**src/rtl/fx_ctrl_bank.sv**
```systemverilog
// fx_ctrl_bank: pedal mode FSM plus per-effect level bank with inc/dec
// editing; preset save/load is built only when FX_PRESET_EN is defined.
// Ports:
//   i_AUD_BCLK, i_rst_n (async low) - clock and reset
//   i_i2c_done - codec ready
//   i_key_* - debounced key levels
//   i_sw_sel, i_sw_en, i_preset - board switches
//   o_params - packed effect levels
//   o_fx_en - registered enables
//   o_state, o_busy, o_loop_rec, o_loop_play - FSM status
//   o_ledg, o_ledr, o_disp_val - indicators
module fx_ctrl_bank #(
  parameter int NUM_FX      = 8,
  parameter int PARAM_W     = 3,
  parameter int SEL_W       = $clog2(NUM_FX),
  parameter int NUM_PRESETS = 4,
  parameter int WRAP        = 1,
  parameter logic [NUM_FX*PARAM_W-1:0] RST_VEC = 24'h004802
) (
  input  logic                          i_AUD_BCLK,
  input  logic                          i_rst_n,
  input  logic                          i_i2c_done,
  input  logic                          i_key_inc,
  input  logic                          i_key_dec,
  input  logic                          i_key_loop,
  input  logic                          i_key_mode,
  input  logic                          i_key_preset,
  input  logic [SEL_W-1:0]              i_sw_sel,
  input  logic [NUM_FX-1:0]             i_sw_en,
  input  logic [$clog2(NUM_PRESETS)-1:0] i_preset,
  output logic [NUM_FX*PARAM_W-1:0]     o_params,
  output logic [NUM_FX-1:0]             o_fx_en,
  output logic [2:0]                    o_state,
  output logic                          o_busy,
  output logic                          o_loop_rec,
  output logic                          o_loop_play,
  output logic [8:0]                    o_ledg,
  output logic [NUM_FX-1:0]             o_ledr,
  output logic [PARAM_W-1:0]            o_disp_val
);

  localparam int PW = $clog2(NUM_PRESETS);
  localparam int CW = $clog2(NUM_FX + 1);
  localparam int FW = NUM_FX * PARAM_W;

  localparam logic [2:0] S_I2C       = 3'd0;
  localparam logic [2:0] S_PLAY      = 3'd1;
  localparam logic [2:0] S_SET       = 3'd2;
  localparam logic [2:0] S_RECD_LOOP = 3'd3;
  localparam logic [2:0] S_PLAY_LOOP = 3'd4;
  localparam logic [2:0] S_SAVE      = 3'd5;
  localparam logic [2:0] S_LOAD      = 3'd6;

  logic [2:0]        state_q, state_d;
  logic [FW-1:0]     params_q, params_d, ed_vec;
  logic [NUM_FX-1:0] fx_en_q;
  logic inc_q, dec_q, loop_q, mode_q;
  logic inc_e, dec_e, loop_e, mode_e;

  logic [PARAM_W-1:0] sel_cur, sel_nxt;
  logic [NUM_FX-1:0]  sel_oh;

  assign inc_e  = i_key_inc  & ~inc_q;
  assign dec_e  = i_key_dec  & ~dec_q;
  assign loop_e = i_key_loop & ~loop_q;
  assign mode_e = i_key_mode & ~mode_q;

`ifdef FX_PRESET_EN
  logic                 pre_q, pre_e;
  logic [CW-1:0]        idx_q, idx_d;
  logic [PW-1:0]        slot_q, slot_d;
  logic [NUM_PRESETS-1:0] valid_q, valid_d;
  logic [PARAM_W-1:0]   mem [NUM_PRESETS*(2**SEL_W)];
  logic [PARAM_W-1:0]   rd_q, sv_data;
  logic [PW+SEL_W-1:0]  addr;
  logic [FW-1:0]        ld_vec;

  assign pre_e = i_key_preset & ~pre_q;
  assign addr  = {slot_q, idx_q[SEL_W-1:0]};

  // Word-serial transfer; load writes field idx-1 from the
  // word read on the previous cycle.
  always_comb begin
    sv_data = '0;
    ld_vec  = params_q;
    for (int i = 0; i < NUM_FX; i++) begin
      if (idx_q == CW'(i))
        sv_data = params_q[i*PARAM_W +: PARAM_W];
      if (idx_q == CW'(i + 1))
        ld_vec[i*PARAM_W +: PARAM_W] = rd_q;
    end
  end

  always_ff @(posedge i_AUD_BCLK) begin
    if (state_q == S_SAVE)
      mem[addr] <= sv_data;
    rd_q <= mem[addr];
  end
`else
  logic unused_preset;
  assign unused_preset = ^{i_key_preset, i_preset};
`endif

  always_comb begin
    sel_cur = '0;
    sel_oh  = '0;
    for (int i = 0; i < NUM_FX; i++) begin
      if (i_sw_sel == SEL_W'(i)) begin
        sel_cur   = params_q[i*PARAM_W +: PARAM_W];
        sel_oh[i] = 1'b1;
      end
    end
    sel_nxt = sel_cur;
    if (inc_e && !dec_e) begin
      if (WRAP != 0 || sel_cur != '1)
        sel_nxt = sel_cur + 1'b1;
    end else if (dec_e && !inc_e) begin
      if (WRAP != 0 || sel_cur != '0)
        sel_nxt = sel_cur - 1'b1;
    end
    ed_vec = params_q;
    for (int i = 0; i < NUM_FX; i++)
      if (sel_oh[i])
        ed_vec[i*PARAM_W +: PARAM_W] = sel_nxt;
  end

  always_comb begin
    state_d  = state_q;
    params_d = params_q;
`ifdef FX_PRESET_EN
    idx_d    = idx_q;
    slot_d   = slot_q;
    valid_d  = valid_q;
`endif
    case (state_q)
      S_I2C:
        if (i_i2c_done) state_d = S_PLAY;
      S_PLAY: begin
        if (mode_e) state_d = S_SET;
        else if (loop_e) state_d = S_RECD_LOOP;
`ifdef FX_PRESET_EN
        else if (pre_e && valid_q[i_preset]) begin
          state_d = S_LOAD;
          slot_d  = i_preset;
          idx_d   = '0;
        end
`endif
      end
      S_SET: begin
        if (mode_e) state_d = S_PLAY;
`ifdef FX_PRESET_EN
        else if (pre_e) begin
          state_d = S_SAVE;
          slot_d  = i_preset;
          idx_d   = '0;
        end
`endif
        // a loop edge outranks editing even though SET ignores it
        else if (!loop_e) params_d = ed_vec;
      end
      S_RECD_LOOP:
        if (loop_e) state_d = S_PLAY_LOOP;
      S_PLAY_LOOP:
        if (loop_e) state_d = S_PLAY;
`ifdef FX_PRESET_EN
      S_SAVE: begin
        idx_d = idx_q + 1'b1;
        if (idx_q == CW'(NUM_FX - 1)) begin
          state_d         = S_SET;
          valid_d[slot_q] = 1'b1;
        end
      end
      S_LOAD: begin
        idx_d    = idx_q + 1'b1;
        params_d = ld_vec;
        if (idx_q == CW'(NUM_FX))
          state_d = S_PLAY;
      end
`endif
      default: state_d = S_I2C;
    endcase
  end

  always_ff @(posedge i_AUD_BCLK or negedge i_rst_n) begin
    if (!i_rst_n) begin
      state_q  <= S_I2C;
      params_q <= RST_VEC;
      fx_en_q  <= '0;
      inc_q    <= 1'b0;
      dec_q    <= 1'b0;
      loop_q   <= 1'b0;
      mode_q   <= 1'b0;
`ifdef FX_PRESET_EN
      pre_q    <= 1'b0;
      idx_q    <= '0;
      slot_q   <= '0;
      valid_q  <= '0;
`endif
    end else begin
      state_q  <= state_d;
      params_q <= params_d;
      fx_en_q  <= i_sw_en;
      inc_q    <= i_key_inc;
      dec_q    <= i_key_dec;
      loop_q   <= i_key_loop;
      mode_q   <= i_key_mode;
`ifdef FX_PRESET_EN
      pre_q    <= i_key_preset;
      idx_q    <= idx_d;
      slot_q   <= slot_d;
      valid_q  <= valid_d;
`endif
    end
  end

  always_comb begin
    case (state_q)
      S_I2C:       o_ledg = 9'h100;
      S_PLAY:      o_ledg = 9'h001;
      S_SET:       o_ledg = 9'h002;
      S_RECD_LOOP: o_ledg = 9'h004;
      S_PLAY_LOOP: o_ledg = 9'h008;
      S_SAVE:      o_ledg = 9'h010;
      S_LOAD:      o_ledg = 9'h020;
      default:     o_ledg = 9'h000;
    endcase
  end

  assign o_params    = params_q;
  assign o_fx_en     = fx_en_q;
  assign o_state     = state_q;
  assign o_loop_rec  = (state_q == S_RECD_LOOP);
  assign o_loop_play = (state_q == S_PLAY_LOOP);
  assign o_ledr      = (state_q == S_SET) ? sel_oh : fx_en_q;
  assign o_disp_val  = (state_q == S_SET) ? sel_cur : '0;
`ifdef FX_PRESET_EN
  assign o_busy = (state_q == S_SAVE) || (state_q == S_LOAD);
`else
  assign o_busy = 1'b0;
`endif

endmodule
```
**config.mk**
```make
export PLATFORM = sky130hd
export DESIGN_NAME = fx_ctrl_bank
export DESIGN_NICKNAME = d
export VERILOG_FILES = /design/src/rtl/fx_ctrl_bank.sv
export SDC_FILE = /design/constraint.sdc
export NUM_CORES = 1
export LEC_CHECK = 0
export CAP_MARGIN = 0
export CORE_ASPECT_RATIO = 1.5
export CORE_MARGIN = 2
export CORE_UTILIZATION = 40
export DETAILED_ROUTE_END_ITERATION = 10
export GPL_TIMING_DRIVEN = 0
export PLACE_DENSITY = 0.89
export SYNTH_ARGS = -nofsm -noshare
export SYNTH_HDL_FRONTEND = slang
export SYNTH_SLANG_ARGS = --single-unit
```
**constraint.sdc**
```tcl
create_clock -name i_AUD_BCLK -period 2.7 [get_ports i_AUD_BCLK]
set_input_delay 0.81 -clock i_AUD_BCLK [delete_from_list [all_inputs] [get_ports i_AUD_BCLK]]
set_output_delay 0.81 -clock i_AUD_BCLK [all_outputs]
set_load 0.1 [all_outputs]
```
==> impl_metrics.tcl <==
set metrics [dict create \
    clkSlewWorstSetupHoldPaths_ns 0.08 \
    ys_ff_latch 39 \
    ys_async_sr_fraction 1.00 \
    die_y_um 92.3 \
    seq_area_frac_synth 0.472 \
    fmax_mhz 345 \
    hold_buffers 0 \
    hold_viol_final 0 \
    fp.dieArea_mm2 0.00580 \
    insertion_delay_ns 0.30 \
    rsz0062_at_grt "true" \
    setup_violations 11 \
    cp.required_ns 1.89 \
    arrival_ns 2.09 \
    drtPass1Iterations 4 \
    tightest_slew_ns 0.999 \
    cts_tree "built" \
    gp_congestion 0.788 \
    min_from "o_params[5]" \
    rows 32 \
    power.total_mw 4.62 \
    path_max_fanout 6 \
    clockBufferDepth 2 \
    wirelength_um 6840 \
    yosys_warnings 0 \
    diodes 0 \
    min_to "o_params[5]" \
    min_period_ns 2.90 \
    multi_input_area_mm2 0.00130 \
    fin_skew_ns 0.00638 \
    initial_core_util 0.408 \
    max_cap_violations 0 \
    numClockSinks 39 \
    overflow 0 \
    status "finished with violations" \
    drc_errors 0 \
    slew_headroom 0.333 \
    design_area_mm2 0.00369 \
    nNetsFinal 300 \
    path_cells "clkbuf_16 > or3b_4 > nor2_4 > buf_6 > a22o_4 > buf_12" \
    whs_path_depth 1 \
    htreeDepth 2 \
    crit_slowest_cell "dfrtp_4" \
    netlist_instances 181 \
    powerDensity_mw_per_mm2 1250 \
    cts-root-buf "clkbuf_8" \
    grt_pass1_wl_um 9450 \
    seqCellArea_mm2 0.00100 \
    core-area_mm2 0.00508 \
    cts_made_buffers 5 \
    synth-edff-count 0 \
    area_delta_synth_final_pct 77.6 \
    drtAntennaViolNets 0 \
    r2r-end "o_params[19]" \
    ff2ff_setup_slack_ns 0.22 \
    die_w_um 62.8 \
    endpoint_kind "output pin" \
    hold_path_class "reg2reg" \
    viasPerCell 5.38 \
    r2r-start "o_params[3]" \
    route.vias.total 1863 \
    irDropWorstVdd_mv 0.865 \
    final_cell_mix "clkdlybuf4s50_1, dfrtp_1, buf_4, mux2_2, buf_12" \
    critPathMaxStageDelay_ns 0.49 \
    drt-initial-drc-count 85 \
    violations "setup timing" \
    port_buffers 69 \
    grt_usage 0.216 \
    n_fill_cell 328 \
    crit_path_start_kind "register" \
    p_leak_nw 1.63 \
    layout_commonest_cell "clkdlybuf4s50_1" \
    antenna_found_initial 0 \
    fin_ws_ns -0.201 \
    synthDistinctLibCells 46 \
    path_class "reg2out" \
    grt_pass1_vias 1825 \
    place_area_mm2 0.00316 \
    synth_area_mm2 0.00208 \
    grt_max_degree 40 \
    wl_per_cell_um 19.8 \
    fin_crit_sh 1.07 \
    io_pins 79 \
    drive_above_1_share 0.547 \
    maxSlewViolCount 0 \
    dp_hpwl_um 4290 \
    worstRegToRegCells 10 \
    synth_area_per_cell_um2 11.5 \
    synthFlopType "dfrtp_1" \
    fin_util 0.725 \
]
metal layers:
layer  GRT usage  part of all wire  vias to the layer above
met3      0.0479             0.043                       25
met5           0                 0                        -
li1            -                 -                      825
met2       0.393              0.56                       71
met4       0.104             0.048                        0
met1       0.234              0.35                      942
stage by stage:
step                      hold slack (ns)  cells  setup slack, ns  setup TNS [ns]
after floorplan                     0.514    183           -0.469           -2.92
after global placement              0.495    320            -1.11          -19.03
after detailed placement            0.503    320            -1.11          -14.38
after CTS                           0.526    331           -0.173           -1.12
after global routing                0.542    346           -0.244           -2.38
final                               0.528    346           -0.201           -1.57
power by group:
| part | total, mW | switching (mW) | internal [mW] |
|---|---|---|---|
| logic | 3.23 | 2.28 | 0.954 |
| clock network | 0.491 | 0.216 | 0.275 |
| registers | 0.891 | 0.136 | 0.755 |
Yosys cell counts (2+ instances only):
cell type  instances  area, µm²
a21oi_1            8       40.0
a22o_1             3       26.3
a32o_1             3       30.0
and3b_1            2       17.5
buf_2              2       10.0
buf_4              7       52.6
clkbuf_1           3       11.3
dfrtp_1           36        901
dfstp_2            3       78.8
ha_1               2       25.0
inv_1              3       11.3
mux2_1             4       45.0
mux2_2            20        225
mux2i_1            4       40.0
mux4_2             2       45.0
nand2_1           13       48.8
nand2b_1           5       31.3
nand3_1            4       20.0
nand4_1            2       12.5
nor2_1            14       52.6
nor2b_1            7       43.8
nor3_1             3       15.0
nor3b_1            2       15.0
o21ai_0            5       25.0
o31ai_1            2       15.0
or2_2              2       12.5
worst max path at each step:
stage / from / endpoint / slack (ns) / cells after the start
global placement: i_sw_sel[0] / o_disp_val[1] / -1.11 / 8
detailed placement: i_sw_sel[0] / o_disp_val[1] / -1.11 / 8
finish: o_state[0] / o_ledr[2] / -0.20 / 6
CTS: i_sw_sel[0] / o_disp_val[1] / -0.17 / 8
floorplan: o_state[0] / o_ledr[4] / -0.47 / 5
global route: o_state[0] / o_ledr[2] / -0.24 / 6
area by class of cell:
| cell class | instances | share of cell area |
|---|---|---|
| timing repair buffer | 87 | 0.259 |
| sequential | 39 | 0.272 |
| clock inverter | 3 | 0.0119 |
| buffer | 13 | 0.0529 |
| inverter | 5 | 0.0109 |
| clock buffer | 5 | 0.0187 |
| tap | 68 | 0.0231 |
| multi-input combinational | 126 | 0.351 |
cell families after synthesis:
group                    count (synthesis)  synth area share
AND/OR/NAND/NOR                         61             0.161
flip-flops                              39             0.472
multiplexers                            31             0.184
AO/OA/AOI/OAI                           27             0.103
buffers and inverters                   18            0.0506
adder cells (fa/ha/maj)                  2            0.0120
XOR/XNOR                                 2            0.0157
other                                    1           0.00181
worst max-delay path, delay by kind of cell, from the launching register on:
kind / cells / cell delay [ns]
AOI/OAI and AO/OA: 1 / 0.12
buffers and inverters: 3 / 0.45
DFF: 1 / 0.49
and+or+nand+nor: 2 / 0.70
what timing repair did:
item	in CTS	in global routing
pin swaps	6	10
buffers inserted	3	13
gates cloned	0	2
resized for setup	152	36
setup endpoints to repair	23	35
flip-flops by register name, summed over array words and instances, names as in the netlist:
register / cells
o_fx_en: 8
inc_q: 1
dec_q: 1
mode_q: 1
loop_q: 1
o_params: 24
o_state: 3
No activity file was read; power rests on OpenSTA's default activity.
